==> config.mk <==
export PLATFORM = sky130hd
export DESIGN_NAME = pio_debounced_irq
export DESIGN_NICKNAME = d
export VERILOG_FILES = /design/src/rtl/pio_debounced_irq.sv
export SDC_FILE = /design/constraint.sdc
export NUM_CORES = 1
export LEC_CHECK = 0
export ABC_AREA = 1
export CAP_MARGIN = 25
export CORE_UTILIZATION = 51
export DETAILED_ROUTE_END_ITERATION = 8
export GPL_ROUTABILITY_DRIVEN = 0
export GPL_TIMING_DRIVEN = 0
export PLACE_DENSITY_LB_ADDON = 0.3
export SLEW_MARGIN = 15
export SYNTH_ARGS = -nofsm -noshare
export SYNTH_HDL_FRONTEND = slang
export SYNTH_SLANG_ARGS = --single-unit
==> constraint.sdc <==
create_clock -name clk_clk -period 9.49 [get_ports clk_clk]
set_input_delay 1.898 -clock clk_clk [delete_from_list [all_inputs] [get_ports clk_clk]]
set_output_delay 1.898 -clock clk_clk [all_outputs]
set_load 0.02 [all_outputs]
==> src/rtl/pio_debounced_irq.sv <==
// Avalon-MM PIO: synchronised and debounced inputs, outputs with atomic set/clear,
// sticky per-bit edge capture and a registered, maskable level interrupt.
module pio_debounced_irq #(
  parameter int IN_W      = 4,
  parameter int OUT_W     = 8,
  parameter int CNT_W     = 20,
  parameter int DEB_RESET = 50000,
  parameter int EDGE_MODE = 0
) (
  input  logic             clk_clk,
  input  logic             reset_reset,
  input  logic [2:0]       avs_address,
  input  logic             avs_read,
  input  logic             avs_write,
  input  logic [31:0]      avs_writedata,
  output logic [31:0]      avs_readdata,
  input  logic [IN_W-1:0]  in_export,
  output logic [OUT_W-1:0] out_export,
  output logic             irq
);

  typedef enum logic [2:0] {
    A_DATA_IN  = 3'd0,
    A_DATA_OUT = 3'd1,
    A_IRQ_MASK = 3'd2,
    A_EDGE_CAP = 3'd3,
    A_OUT_SET  = 3'd4,
    A_OUT_CLR  = 3'd5,
    A_DEBOUNCE = 3'd6,
    A_RESERVED = 3'd7
  } regAddr_e;

  localparam logic [CNT_W-1:0] DEB_INIT = CNT_W'(DEB_RESET);

  regAddr_e         addr;
  logic [IN_W-1:0]  sync1_q, sync2_q;
  logic [IN_W-1:0]  stable_q, stable_d, stablePrev_q;
  logic [CNT_W-1:0] cnt_q [IN_W];
  logic [CNT_W-1:0] cnt_d [IN_W];
  logic [CNT_W-1:0] deb_q, deb_d;
  logic [IN_W-1:0]  mask_q, mask_d;
  logic [IN_W-1:0]  edgeCap_q, edgeCap_d;
  logic [IN_W-1:0]  riseDet, fallDet, edgeDet;
  logic [OUT_W-1:0] dataOut_q, dataOut_d;
  logic [31:0]      readData_q, readData_d;
  logic             irq_q, irq_d;
  logic             unusedWdata;

  assign addr = regAddr_e'(avs_address);
  // Upper write-data bits beyond the register widths are intentionally ignored.
  assign unusedWdata = ^avs_writedata;

  // Debouncer: the incremented count is compared one bit wider so it can never wrap.
  always_comb begin
    stable_d = stable_q;
    for (int i = 0; i < IN_W; i++) begin
      cnt_d[i] = '0;
      if (sync2_q[i] != stable_q[i]) begin
        if (({1'b0, cnt_q[i]} + (CNT_W+1)'(1)) >= {1'b0, deb_q}) begin
          stable_d[i] = sync2_q[i];
        end else begin
          cnt_d[i] = cnt_q[i] + CNT_W'(1);
        end
      end
    end
  end

  assign riseDet = stable_q & ~stablePrev_q;
  assign fallDet = ~stable_q & stablePrev_q;

  always_comb begin
    if (EDGE_MODE == 0)      edgeDet = riseDet;
    else if (EDGE_MODE == 1) edgeDet = fallDet;
    else                     edgeDet = riseDet | fallDet;
  end

  // A new edge is OR-ed in after the W1C clear so it survives a coincident clear.
  always_comb begin
    dataOut_d = dataOut_q;
    mask_d    = mask_q;
    deb_d     = deb_q;
    edgeCap_d = edgeCap_q;
    if (avs_write) begin
      case (addr)
        A_DATA_OUT: dataOut_d = avs_writedata[OUT_W-1:0];
        A_IRQ_MASK: mask_d    = avs_writedata[IN_W-1:0];
        A_EDGE_CAP: edgeCap_d = edgeCap_q & ~avs_writedata[IN_W-1:0];
        A_OUT_SET:  dataOut_d = dataOut_q | avs_writedata[OUT_W-1:0];
        A_OUT_CLR:  dataOut_d = dataOut_q & ~avs_writedata[OUT_W-1:0];
        A_DEBOUNCE: deb_d     = avs_writedata[CNT_W-1:0];
        default:    ;
      endcase
    end
    edgeCap_d = edgeCap_d | edgeDet;
  end

  always_comb begin
    readData_d = '0;
    if (avs_read && !avs_write) begin
      case (addr)
        A_DATA_IN:  readData_d = 32'(stable_q);
        A_DATA_OUT: readData_d = 32'(dataOut_q);
        A_IRQ_MASK: readData_d = 32'(mask_q);
        A_EDGE_CAP: readData_d = 32'(edgeCap_q);
        A_DEBOUNCE: readData_d = 32'(deb_q);
        A_OUT_SET, A_OUT_CLR, A_RESERVED: readData_d = '0;
        default:    readData_d = '0;
      endcase
    end
  end

  assign irq_d = |(edgeCap_q & mask_q);

  always_ff @(posedge clk_clk or posedge reset_reset) begin
    if (reset_reset) begin
      sync1_q      <= '0;
      sync2_q      <= '0;
      stable_q     <= '0;
      stablePrev_q <= '0;
      deb_q        <= DEB_INIT;
      mask_q       <= '0;
      edgeCap_q    <= '0;
      dataOut_q    <= '0;
      readData_q   <= '0;
      irq_q        <= 1'b0;
      for (int i = 0; i < IN_W; i++) cnt_q[i] <= '0;
    end else begin
      sync1_q      <= in_export;
      sync2_q      <= sync1_q;
      stable_q     <= stable_d;
      stablePrev_q <= stable_q;
      deb_q        <= deb_d;
      mask_q       <= mask_d;
      edgeCap_q    <= edgeCap_d;
      dataOut_q    <= dataOut_d;
      readData_q   <= readData_d;
      irq_q        <= irq_d;
      for (int i = 0; i < IN_W; i++) cnt_q[i] <= cnt_d[i];
    end
  end

  assign avs_readdata = readData_q;
  assign out_export   = dataOut_q;
  assign irq          = irq_q;

endmodule
==> flow_summary.ini, run 1 <==
[setup_path]
rr_endpoint = cnt_q[73]$_DFF_PP0_
r2r-start = cnt_q[60]$_DFF_PP0_
crit_fanout = 10
cp.required_ns = 9.79
slowest_delay_ns = 0.60
rrSetupSlack_ns = 6.15
worstSetupEndpointType = flip-flop
path_class = in -> reg
rr_worst_depth = 20
startpoint_type = input pin
crit_chain = clkdlybuf4s50_1, inv_2, nor2_1, nand2_1, inv_2, nand2_1, clkbuf_1, nor2_1, a21oi_1
slowest_stage = clkdlybuf4s50_1
crit_arrival_ns = 3.85

[cells_and_area]
fin_util_pct = 60.5
final_nets = 1388
fill_cells = 1559
instances_no_fill = 1504
drive_above_1_share_pct = 10.0
syn2layout_area_growth_pct = 16.0

[timing]
layout_min_cycle_time_ns = 3.55
setup_viol = 0
fin_crit_sh_pct = 37.4
skew_ns = 0.00959
rsz0062_at_grt = false
tightest_slew_ns = 0.619
relSlewSlack_pct = 58.6
drv_slew = 0
hold_viol = 0
fmax_mhz = 282
setup-tns-final_ns = 0

[placement]
dp.cells = 1471
portBuffers = 59
hpwlAfterDp_um = 16600

[grt]
overflow = 0
track_usage_pct = 25.4
antenna_found_initial = 1
grt_pass1_wl_um = 36300
grt_pass1_vias = 7376
grt_max_degree = 112

[yosys]
ys.flop_type = dfrtp_1
synth_top_area_share_pct = 39.1
synthArstFlopShare_pct = 100
ys_seq_elements = 153
synth_edf_count = 0
yosysSeqAreaShare_pct = 40.8
synth_area_leader_cell = dfrtp_1
synth_warnings = 0
syn_area_per_cell_um2 = 8.03
syn_inst = 1171
synth.most_common_cell = nand2_1
synth_area_leaders = dfrtp_1 (39%), ha_1 (11%), nand2_1 (8.5%)
synth_commonest_cells = nand2_1 (214), inv_1 (187), dfrtp_1 (147)
synth_cell_type_count = 41
syn_area_um2 = 9400

[clocking]
clk_latency_ns = 0.44
post_cts_buffers = 0
cts_tree = done
cts_sinks = 153
ctsResizeCount = 0
cts_buffers = 17
cts_htree_levels = 4
clkSlewWorstSetupHoldPaths_ns = 0.06
root_buffer = clkbuf_16
ctsHoldBuffers = 0
cts_max_path_buffers = 2

[floorplan]
core_um2 = 18000
rows = 49
start_util_pct = 52.2
io_pins = 84
dieHeight_um = 138
die_x_um = 138
dieArea_um2 = 19000

[power]
power_frac_seq_pct = 43.6
power_frac_comb_pct = 17.8
power.switching_uw = 499
p_per_area_nw_per_um2 = 150
sw_frac_of_total_pct = 30.4
ir_worst_vdd_mv = 0.124
clockPowerShare_pct = 38.6
p_int_mw = 1.14
p_leak_nw = 5.68

[status]
outcome = finished, final reports clean

[detailed_routing]
wl_per_cell_um = 14.9
drt-vias-per-instance = 5.23
firstDrtPassIters = 5
vias = 7862
ant_nets = 0
drt_iter0_markers = 460
wl_um = 22500
drc = 0

[worst_hold_path]
min_path_cells = 0
min_path_type = reg -> reg
worstHoldStart = sync1_q[2]$_DFF_PP0_
worstHoldEndpoint = sync2_q[2]$_DFF_PP0_

[run]
timing.max_cap.violations = 0
## power groups by stage
stage,clock [mW],sequential [mW],combinational (mW)
3_5_place_dp,0,0.728,0.288
2_1_floorplan,0,0.733,0.170
4_1_cts,0.646,0.716,0.290
3_3_place_gp,0,0.727,0.276
6_report,0.634,0.716,0.291
5_1_grt,0.666,0.720,0.326
## per-layer routing
| metal | vias to the layer above | share of wire, % | track usage (%) |
|---|---|---|---|
| met5 | - | 0 | 0 |
| met4 | 0 | 2.1 | 9.18 |
| met3 | 35 | 4.7 | 4.75 |
| met2 | 204 | 49 | 42.9 |
| met1 | 3723 | 44 | 32.3 |
| li1 | 3900 | - | - |
## final cells by class
| cell class | count | area (um2) | area share, % |
|---|---|---|---|
| Tap cell | 229 | 287 | 2.63 |
| Sequential cell | 153 | 3840 | 35.2 |
| Multi-Input combinational cell | 806 | 4690 | 43.0 |
| Clock inverter | 13 | 97.6 | 0.895 |
| Inverter | 193 | 732 | 6.71 |
| Antenna cell | 1 | 2.50 | 0.0229 |
| Clock buffer | 19 | 453 | 4.15 |
| Timing Repair Buffer | 60 | 618 | 5.67 |
| Buffer | 30 | 196 | 1.80 |
## per-stage QoR
step | cell area [um2] | power (mW) | setup WS, ns | hold slack [ns]
floorplan | 9440 | 0.904 | 3.48 | 0.331
global placement | 10300 | 1.00 | 1.43 | 0.333
detailed placement | 10400 | 1.02 | 5.52 | 0.339
CTS | 10900 | 1.65 | 5.98 | 0.353
global route | 10900 | 1.71 | 5.80 | 0.358
finish | 10900 | 1.64 | 5.94 | 0.350
## sequential cells by signal, summed over array words and instances, names as in the netlist
name,flops
avs_readdata,20
sync1_q,4
sync2_q,4
mask_q,4
stablePrev_q,4
deb_q,20
cnt_q,80
stable_q,4
edgeCap_q,4
out_export,8
irq,1
## critical path, delay by kind of cell
kind                   cells  cell delay (ns)
AND/OR/NAND/NOR            4             0.75
AO/OA/AOI/OAI              1             0.05
buffers and inverters      4             1.13
## layout by cell type, fill, tap and decap left out, types with 15 or more instances in the layout
cell               n
nor2_1           130
nor2_2            36
dfrtp_1          147
o21ai_0           28
inv_1            186
nand3_1           50
nor3_1            30
nand4_1           24
clkdlybuf4s50_1   59
nand2_1          214
clkbuf_16         17
xor2_1            42
a21oi_1           65
ha_1              84
o22ai_1           15
## worst max path at each step
stage,from,cells after the start,to
after floorplan,reset_reset,1,avs_readdata[0]$_DFF_PP0_
after global placement,reset_reset,2,sync1_q[3]$_DFF_PP0_
after detailed placement,avs_address[1],9,deb_q[12]$_DFFE_PP0P_
after CTS,avs_address[1],9,deb_q[12]$_DFFE_PP0P_
after global routing,cnt_q[60]$_DFF_PP0_,20,cnt_q[70]$_DFF_PP0_
final,avs_address[1],9,deb_q[10]$_DFFE_PP0P_
## cells by family (layout without fill, tap and decap cells)
logic type                 after synthesis  in the layout  share of synthesized area [%]
and+or+nand+nor                        529            529                           25.9
buffers and inverters                  223            315                           9.79
DFF                                    153            153                           40.8
AOI/OAI and AO/OA                      127            127                           7.25
adders and majority gates               84             84                           11.2
xor gates and xnor gates                54             54                           5.03
other                                    1             13                         0.0399
Note: power is estimated with default switching activity, not from simulation.
==> run 2, diff against run 1 <==
==> constraint.sdc (replaced) <==
create_clock -name clk_clk -period 2.86 [get_ports clk_clk]
set_input_delay 0.572 -clock clk_clk [delete_from_list [all_inputs] [get_ports clk_clk]]
set_output_delay 0.572 -clock clk_clk [all_outputs]
set_load 0.02 [all_outputs]
==> run 2 against run 1 <==
Effect of this change:
- the flow now finishes with violations (setup timing)
- worst setup slack got worse by 6.0 ns
- sequential power rose to 3.3 times the previous value
- largest power group unchanged
- non-clock buffer count grew 59
==> flow_summary.ini, run 2 (same netlist as run 1, synthesis figures left out) <==
[status]
outcome = complete, but fails checks
violations = setup timing

[cells_and_area]
seqCellArea_um2 = 3840
fill_cells = 1371
fin_util_pct = 68.2
syn2layout_area_growth_pct = 30.8
final_nets = 1447
drive_above_1_share_pct = 22.2
multi_input_area_um2 = 5480
largest_register_ff_count = 80
layout_commonest_cell = nand2_1
top_register = cnt_q
layout_common_cells = nand2_1 (198), inv_1 (181), dfrtp_1 (144), nor2_1 (92), ha_1 (72)

[worst_hold_path]
min_path_type = reg -> reg

[timing]
setup_viol = 41
holdWs_ns = 0.347
rsz0062_at_grt = true
hold_viol = 0
setup_ws_ns = -0.101
relSlewSlack_pct = 58.0
fmax_mhz = 338
drv_slew = 0
tightest_slew_ns = 0.627
skew_ns = 0.00598
layout_min_cycle_time_ns = 2.96
fin_crit_sh_pct = 104

[detailed_routing]
vias = 8343
firstDrtPassIters = 5
drt-vias-per-instance = 5.33
drt_iter0_markers = 522
ant_nets = 0
wl_per_cell_um = 16.2
drc = 0
wl_um = 25300

[power]
p_leak_nw = 6.15
ir_worst_vdd_mv = 0.495
report.power.total_mw = 5.62
power_frac_comb_pct = 19.8
p_per_area_nw_per_um2 = 457
power.switching_mw = 1.70
clockPowerShare_pct = 37.9
power_frac_seq_pct = 42.3
p_int_mw = 3.92
sw_frac_of_total_pct = 30.2

[setup_path]
cp.required_ns = 3.22
startpoint_type = flip-flop
worstSetupEndpointType = flip-flop
path_class = reg -> reg
crit_fanout = 5
rrSetupSlack_ns = -0.10
crit_arrival_ns = 3.32

[clocking]
cts_buffers = 17
cts_htree_levels = 4
cts_sinks = 153
clkSlewWorstSetupHoldPaths_ns = 0.06
root_buffer = clkbuf_16
clk_latency_ns = 0.43
ctsHoldBuffers = 0
cts_tree = done
cts_max_path_buffers = 2

[floorplan]
core_um2 = 18000
rows = 49
dieHeight_um = 138
io_pins = 84
dieArea_um2 = 19000
start_util_pct = 52.2
die_x_um = 138

[grt]
track_usage_pct = 26.6
antenna_found_initial = 2
grt_pass1_vias = 7842
overflow = 0
grt_pass1_wl_um = 38100
grt_max_degree = 34

[placement]
portBuffers = 59
hpwlAfterDp_um = 17100

[run]
timing.max_cap.violations = 0
-- run 2: cell types whose count changed in the layout (fill, tap and decap cells not counted), sizes merged --
cell and delta:
clkinv -6, buf +58, clkbuf +2, inv -1
clkinvlp +5, bufinv +1, diode +1
-- run 2: repair_timing --
action                     CTS  global route
gates resized for setup     26           163
hold endpoints to repair     0             0
pin swaps                   12            57
cloned                       3             2
buffers inserted            19            32
setup endpoints to repair   83            84
-- run 2: cell type report --
class | instances | share of cell area, %
Multi-Input combinational cell | 806 | 44.5
Sequential cell | 153 | 31.2
Timing Repair Buffer | 120 | 9.67
Inverter | 193 | 5.92
Clock buffer | 20 | 3.63
Tap cell | 229 | 2.33
Buffer | 29 | 1.82
Clock inverter | 12 | 0.824
Antenna cell | 2 | 0.0407
-- run 2: worst paths after layout --
kind / from / endpoint / cells after the start
max reg2reg: cnt_q[60]$_DFF_PP0_ / cnt_q[75]$_DFF_PP0_ / 20
min reg2reg: sync1_q[1]$_DFF_PP0_ / sync2_q[1]$_DFF_PP0_ / 0
min in group asynchronous: reset_reset / cnt_q[44]$_DFF_PP0_ / 2
max in group asynchronous: reset_reset / deb_q[14]$_DFFE_PP1P_ / 4
min: sync1_q[1]$_DFF_PP0_ / sync2_q[1]$_DFF_PP0_ / 0
max: cnt_q[60]$_DFF_PP0_ / cnt_q[75]$_DFF_PP0_ / 20
-- run 2: routing by layer --
layer | global-route usage (%) | part of all wire, % | vias up | wire (um)
met1 | 33.5 | 42 | 4013 | 10600
met4 | 10.6 | 2.9 | 0 | 727
met3 | 4.78 | 4.7 | 56 | 1190
met2 | 44.9 | 50 | 254 | 12700
met5 | 0 | 0 | - | 0
li1 | - | - | 4020 | -
-- run 2: power groups by stage --
stage / clock [mW] / sequential, mW / combinational (mW)
6_report: 2.13 / 2.38 / 1.11
4_1_cts: 2.15 / 2.37 / 1.00
3_3_place_gp: 0 / 2.41 / 0.920
2_1_floorplan: 0 / 2.43 / 0.566
5_1_grt: 2.24 / 2.39 / 1.23
3_5_place_dp: 0 / 2.41 / 0.968
-- run 2: worst max-delay path: stages (launching register included) --
cell     delay, ns
dfrtp_1       0.38
ha_2          0.21
nand3_4       0.08
nor2_4        0.12
nand2_2       0.08
nor2_4        0.13
nand2_2       0.07
nor3_2        0.19
xor2_1        0.25
inv_1         0.11
ha_4          0.23
nand2_2       0.05
nand2_2       0.05
a21oi_2       0.15
nand3_2       0.12
nor2_4        0.14
nand3_2       0.10
nand2_2       0.10
nand2_4       0.08
buf_6         0.16
nor2_1        0.09
-- run 2: stage by stage --
| stage | instance area [um2] | setup TNS [ns] | std cells | setup slack, ns |
|---|---|---|---|---|
| 2_1_floorplan | 9450 | 0 | 1182 | 0.110 |
| 3_3_place_gp | 10300 | -150.30 | 1470 | -0.944 |
| 3_5_place_dp | 10400 | -16.33 | 1475 | -0.386 |
| 4_1_cts | 11200 | -0.00894 | 1528 | -0.00894 |
| 5_1_grt | 12300 | -14.28 | 1564 | -0.289 |
| 6_report | 12300 | -2.53 | 1564 | -0.101 |
